## src/rtl/y86_pkg.sv

```systemverilog
// Shared Y86 definitions: controller state codes, status codes, icode constants
// and stage-strobe helpers used by the sequencer and fetch stage.
package y86_pkg;

  typedef logic [2:0] state_t;

  localparam state_t S_IDLE  = 3'd0;
  localparam state_t S_FETCH = 3'd1;
  localparam state_t S_DEC   = 3'd2;
  localparam state_t S_EXEC  = 3'd3;
  localparam state_t S_MEM   = 3'd4;
  localparam state_t S_WB    = 3'd5;
  localparam state_t S_PCUPD = 3'd6;
  localparam state_t S_STOP  = 3'd7;

  typedef logic [1:0] stat_t;

  localparam stat_t STAT_AOK = 2'd0;
  localparam stat_t STAT_HLT = 2'd1;
  localparam stat_t STAT_ADR = 2'd2;
  localparam stat_t STAT_INS = 2'd3;

  localparam logic [3:0] IHALT   = 4'h0;
  localparam logic [3:0] INOP    = 4'h1;
  localparam logic [3:0] IRRMOVQ = 4'h2;
  localparam logic [3:0] IIRMOVQ = 4'h3;
  localparam logic [3:0] IRMMOVQ = 4'h4;
  localparam logic [3:0] IMRMOVQ = 4'h5;
  localparam logic [3:0] IOPQ    = 4'h6;
  localparam logic [3:0] IJXX    = 4'h7;
  localparam logic [3:0] ICALL   = 4'h8;
  localparam logic [3:0] IRET    = 4'h9;
  localparam logic [3:0] IPUSHQ  = 4'hA;
  localparam logic [3:0] IPOPQ   = 4'hB;

  typedef struct packed {
    logic fetch;
    logic decode;
    logic exec;
    logic mem;
    logic wb;
  } stage_en_t;

  function automatic logic is_mem_icode(input logic [3:0] ic);
    return (ic == IRMMOVQ) || (ic == IMRMOVQ) || (ic == ICALL) ||
           (ic == IRET)    || (ic == IPUSHQ)  || (ic == IPOPQ);
  endfunction

  function automatic stage_en_t stage_en_of(input state_t s);
    stage_en_t en;
    en        = '0;
    en.fetch  = (s == S_FETCH);
    en.decode = (s == S_DEC);
    en.exec   = (s == S_EXEC);
    en.mem    = (s == S_MEM);
    en.wb     = (s == S_WB);
    return en;
  endfunction

endpackage

```

## src/rtl/pc_select.sv

```systemverilog
// Next-PC mux applied in PCUPD: call/taken jump -> valC, ret -> valM, else valP.
module pc_select
  import y86_pkg::*;
(
  input  logic [3:0]  icode,
  input  logic        cnd,
  input  logic [63:0] valc,
  input  logic [63:0] valp,
  input  logic [63:0] valm,
  output logic [63:0] pc_next
);

  always_comb begin
    pc_next = valp;
    case (icode)
      ICALL:   pc_next = valc;
      IJXX:    pc_next = cnd ? valc : valp;
      IRET:    pc_next = valm;
      default: pc_next = valp;
    endcase
  end

endmodule

```

## src/rtl/seq_stage_controller.sv

```systemverilog
// Sequential Y86 stage controller: walks one instruction through the stages,
// owns PC/Stat/retire count, and arbitrates the data-memory handshake.
module seq_stage_controller
  import y86_pkg::*;
#(
  parameter int          MEM_TIMEOUT = 16,
  parameter logic [63:0] PC_RESET    = 64'h0
) (
  input  logic        Clk,
  input  logic        Rst,
  input  logic        Run,
  input  logic [3:0]  icode,
  input  logic        Ins_err,
  input  logic        Adr_err,
  input  logic        Halt,
  input  logic        Cnd,
  input  logic [63:0] valC,
  input  logic [63:0] valP,
  input  logic [63:0] valM,
  input  logic        Mem_ack,
  input  logic        Mem_err,
  output logic        Fetch_en,
  output logic        Decode_en,
  output logic        Exec_en,
  output logic        Mem_en,
  output logic        Wb_en,
  output logic        Mem_req,
  output logic [63:0] PC,
  output logic [1:0]  Stat,
  output logic        Busy,
  output logic [31:0] Instr_count
);

  localparam int WW = $clog2(MEM_TIMEOUT + 1);
  localparam logic [WW-1:0] WAIT_LAST = WW'(MEM_TIMEOUT - 1);

  state_t         state_q, state_d;
  stat_t          stat_q, stat_d;
  stage_en_t      en_q;
  logic [3:0]     icode_q;
  logic           cnd_q;
  logic [WW-1:0]  wait_q;
  logic           mem_req_q;
  logic           busy_q;
  logic [63:0]    pc_q;
  logic [63:0]    pc_next;
  logic [31:0]    cnt_q;

  pc_select u_pc_select (
    .icode   (icode_q),
    .cnd     (cnd_q),
    .valc    (valC),
    .valp    (valP),
    .valm    (valM),
    .pc_next (pc_next)
  );

  always_comb begin
    state_d = state_q;
    stat_d  = stat_q;
    case (state_q)
      S_IDLE:  if (Run) state_d = S_FETCH;
      S_FETCH: begin
        if (Adr_err) begin
          state_d = S_STOP;
          stat_d  = STAT_ADR;
        end else if (Ins_err) begin
          state_d = S_STOP;
          stat_d  = STAT_INS;
        end else if (Halt) begin
          state_d = S_STOP;
          stat_d  = STAT_HLT;
        end else begin
          state_d = S_DEC;
        end
      end
      S_DEC:   state_d = S_EXEC;
      S_EXEC:  state_d = S_MEM;
      S_MEM: begin
        // Error beats ack; timeout fires only if the last allowed cycle has no ack.
        if (!is_mem_icode(icode_q)) begin
          state_d = S_WB;
        end else if (Mem_err) begin
          state_d = S_STOP;
          stat_d  = STAT_ADR;
        end else if (Mem_ack) begin
          state_d = S_WB;
        end else if (wait_q == WAIT_LAST) begin
          state_d = S_STOP;
          stat_d  = STAT_ADR;
        end
      end
      S_WB:    state_d = S_PCUPD;
      S_PCUPD: state_d = Run ? S_FETCH : S_IDLE;
      S_STOP:  state_d = S_STOP;
      default: state_d = S_IDLE;
    endcase
  end

  always_ff @(posedge Clk) begin
    if (Rst) begin
      state_q   <= S_IDLE;
      stat_q    <= STAT_AOK;
      en_q      <= '0;
      icode_q   <= INOP;
      cnd_q     <= 1'b0;
      wait_q    <= '0;
      mem_req_q <= 1'b0;
      busy_q    <= 1'b0;
      pc_q      <= PC_RESET;
      cnt_q     <= '0;
    end else begin
      state_q   <= state_d;
      stat_q    <= stat_d;
      // Outputs are registered from the next state so they line up with it.
      en_q      <= stage_en_of(state_d);
      mem_req_q <= (state_d == S_MEM) && is_mem_icode(icode_q);
      busy_q    <= (state_d != S_IDLE) && (state_d != S_STOP);
      if (state_q == S_FETCH) icode_q <= icode;
      if (state_q == S_EXEC)  cnd_q   <= Cnd;
      if (state_q == S_MEM) wait_q <= wait_q + WW'(1);
      else                  wait_q <= '0;
      if (state_q == S_PCUPD) begin
        pc_q  <= pc_next;
        cnt_q <= cnt_q + 32'd1;
      end
    end
  end

  assign Fetch_en    = en_q.fetch;
  assign Decode_en   = en_q.decode;
  assign Exec_en     = en_q.exec;
  assign Mem_en      = en_q.mem;
  assign Wb_en       = en_q.wb;
  assign Mem_req     = mem_req_q;
  assign PC          = pc_q;
  assign Stat        = stat_q;
  assign Busy        = busy_q;
  assign Instr_count = cnt_q;

endmodule
```

## config.mk

```make
export PLATFORM = sky130hd
export DESIGN_NAME = seq_stage_controller
export DESIGN_NICKNAME = d
export VERILOG_FILES = /design/src/rtl/y86_pkg.sv /design/src/rtl/pc_select.sv /design/src/rtl/seq_stage_controller.sv
export SDC_FILE = /design/constraint.sdc
export NUM_CORES = 1
export LEC_CHECK = 0
export CAP_MARGIN = 10
export CORE_ASPECT_RATIO = 0.6
export CORE_MARGIN = 2
export CORE_UTILIZATION = 39
export DETAILED_ROUTE_END_ITERATION = 8
export PLACE_DENSITY = 0.88
export SLEW_MARGIN = 20
export SYNTH_ARGS = -nofsm -noshare
export SYNTH_HDL_FRONTEND = slang
export SYNTH_SLANG_ARGS = --single-unit
```

## constraint.sdc

```tcl
create_clock -name Clk -period 2.21 [get_ports Clk]
set_clock_uncertainty 0.15 [all_clocks]
set_input_delay 0.5525 -clock Clk [delete_from_list [all_inputs] [get_ports Clk]]
set_output_delay 0.5525 -clock Clk [all_outputs]
set_load 0.005 [all_outputs]
```

==> summary.md <==
| Metric | Value |
|---|---|
| Layout Cells excl Fill | between 1,000 and 1,500 |
| Crit path max fanout | 5 |
| Max cap viols | 0 |
| Most area-hungry cell type in the Yosys netlist | dfxtp_1 |
| Nets | ~1,200 |
| Largest net degree at the start of global routing | 74 |
| Max-slew violations | 0 |
| Critical path class | flop to flop |
| Clk slew on worst S/H paths | ~0.050 ns |
| Final WS setup | 0.0156 ns |
| CTS H-tree depth | 4 |
| Share of layout cells above drive strength 1 | between 10% and 20% |
| CTS tree | yes |
| Initial antenna violation count | 0 |
| Final Setup Violations | 0 |
| Fmax | approximately 460 MHz |
| Dominant cells by area after synthesis | dfxtp_1 (43%), a221oi_1 (10%), a211oi_1 (8.7%) |
| Share of flip-flops with an asynchronous set or reset | 0% |
| Routed WL | around 22,000 um |
| Final Cycle Share | 99.3% |
| Overall die height | roughly 96 um |
| Seq cells post-synth | roughly 120 |
| Syn nets | 861 |
| Crit path DAT | approximately 2.3 ns |
| Int Pwr | approximately 5.2 mW |
| Clock power share | roughly 38% |
| Minimum clock period | 2.19 ns |
| Combinational Power Share | 28.5% |
| Final core utilization | a little over two thirds |
| Clock sink count | 118 |
| CP top delay family | compound AO/OA/AOI/OAI gates |
| Top cells by count, synth | dfxtp_1 (118), nor2_1 (88), nand2_1 (82), a211oi_1 (64), a221oi_1 (64) |
| Hold slack | 0.329 ns |
| Hold depth | 2 |
| Sequential power share | about a third |
| Routed Antenna Nets | 0 |
| Cells along the critical path | ha_2, and3_1, ha_2, nor3_2, o211ai_1, a221oi_2, buf_4, buf_4, nor3_1 |
| Post-Syn Instances | between 600 and 700 |
| Worst-case clock buffer depth | 2 |
| Die Wd | between 150 and 200 um |
| Total track usage | ~27% |
| Residual DRC | 0 |
| Post-Synthesis Cell Area | between 0.005 and 0.006 mm2 |
| CP endpoint kind | flop |
| Final Hold Viols | 0 |
| Slew HR | 64.4% |
| ANT cells | 0 |
| DR vias/cell | 5.57 |
| DP HPWL | between 15,000 and 20,000 um |
| Placed cell count | between 1,000 and 1,500 |
| HP Class | flop to flop |
| Slowest CP cell | dfxtp_1 |
| Crit path depth | 9 |
| Total number of vias | 6,525 |
| Worst Path Required | 2.31 ns |
| Netlist cell types | 51 |
| TritonCTS buffer count | 17 |
| Most common cell in the synthesized netlist | dfxtp_1 |
| Worst VDD drop | ~0.00054 V |
| Critical Path Start Type | flop |
| PwrDens | around 760 mW/mm2 |
| Status | completed |
| Switching part of the total | 29.2% |
| First-pass GRT wire length | 32,200 um |
| Root Driver | clkbuf_16 |
| Final-layout fill cell count | between 1,000 and 1,500 |
| Final Total Pwr | approximately 7.4 mW |
| Port Buffer Count | 309 |
| GRT overflow | 0 |
| Max stage delay on crit path | ~0.34 ns |
| Slew at the pin with the worst max-slew slack | ~0.53 ns |
| Core Rows | 33 |
| GPL Wtd Cong | 0.924 |
| Sw power | about 2.2 mW |
| Synth-to-Final Area Change | 75.2% |
| Register area share after synthesis | around 43% |
| Worst Reg-to-Reg Cells | 9 |
| Most used DFF post-synth | dfxtp_1 |
| P_leak | 3.18 nW |
| Cts hold-fix bufs | 0 |
| Synth warn | 0 |
| Avg Inst Size Synth | 8.47 um2 |
| Die Area | about 0.015 mm2 |
| Pre-CTS WS | -0.224 ns |
| Vias in the first global route | a little over 6,000 |
| DRT iter0 DRCs | between 500 and 600 |
| Starting Density | 40.2% |
| Buf/Inv on CP | 2 |
| Core Region | roughly 0.014 mm2 |
| EDFF count, synth | 0 |
| Number of I/O pins | 310 |
| WL/cell | ~19 um |
| DRT Pass-1 Iters | 5 |
| Share of the synthesized area in the top cell type | 42.7% |
| Clk_lat worst skew | approximately 0.40 ns |
==> cells in the final DEF, fill, tap and decap left out, types with 4 or more instances in the layout <==
master           count
clkdlybuf4s50_1    308
dfxtp_1            118
nor2_1              87
nand2_1             82
a221oi_1            64
a211oi_1            64
buf_4               37
a21oi_1             25
clkbuf_16           17
o31ai_1             15
or4_1               15
inv_1               10
nand3_1             10
nand4_1              9
or3_1                8
xnor2_1              8
nor3_1               7
buf_12               7
clkinvlp_4           5
and4_1               4
or2_2                4
o21ai_0              4
xor2_1               4
nor2b_1              4
==> power groups by stage <==
stage / Clock (mW) / Combinational (mW) / Sequential, mW
final: 2.78 / 2.11 / 2.52
after global routing: 2.91 / 2.26 / 2.55
after CTS: 2.82 / 2.09 / 2.52
after detailed placement: 0 / 2.06 / 2.56
after global placement: 0 / 2.03 / 2.55
after floorplan: 0 / 0.902 / 2.54
==> cell type report <==
type / count / area (um2) / area share, %
well taps: 192 / 240 / 2.48
flip-flops and latches: 118 / 2360 / 24.4
inverters: 10 / 37.5 / 0.387
repair buffers: 353 / 3520 / 36.3
clock inverters: 13 / 146 / 1.51
multi-input cells: 467 / 2930 / 30.3
clock buffers: 19 / 453 / 4.68
==> flip-flops by register name (all words and copies together) (netlist names) <==
signal / flops
Fetch_en: 1
Stat: 2
Instr_count: 32
icode_q: 4
cnd_q: 1
Mem_req: 1
Decode_en: 1
Busy: 1
wait_q: 5
Exec_en: 1
state_q: 3
PC: 64
Mem_en: 1
Wb_en: 1
==> worst paths after layout <==
| path | startpoint | slack [ns] | endpoint |
|---|---|---|---|
| max reg2reg | wait_q[0] | 0.02 | Wb_en |
| min | cnd_q | 0.33 | cnd_q |
| min reg2reg | cnd_q | 0.33 | cnd_q |
| max | wait_q[0] | 0.02 | Wb_en |
==> what timing repair did <==
action,4_1_cts,5_1_grt
pin swaps,1,1
setup buffers,1,0
endpoints found under the setup margin,6,17
gates resized for setup,1,11
==> tightest hold or removal path: stages (launching register included) <==
cell and delay, ns:
dfxtp_1 0.31, nand2_1 0.06, a21oi_1 0.06
==> per-stage QoR <==
| step | TNS, ns | instance area [um2] |
|---|---|---|
| global placement | -0.736 | 9030 |
| global route | -0.135 | 9690 |
| finish | 0 | 9690 |
| detailed placement | -1.41 | 9030 |
| floorplan | 0 | 5530 |
| CTS | 0 | 9640 |
==> routing by layer <==
metal	track usage, %	wire [um]	share of wire, %
met3	7.79	1880	8.5
met5	0	0	0
met4	5.76	263	1.2
met2	45.4	10600	48
met1	35.8	9350	42
==> logic make-up (layout without fill, tap and decap cells) <==
group                    count (synthesis)  count (layout)  share of synthesized area, %
adder cells (fa/ha/maj)                  3               3                         0.679
multiplexers                             3               3                         0.543
AO/OA/AOI/OAI                          193             193                          26.6
flip-flops                             118             118                          42.7
AND/OR/NAND/NOR                        256             256                          22.2
XOR/XNOR                                12              12                          1.90
buffers and inverters                   68             395                          5.34
(Power assumes the default switching activity.)
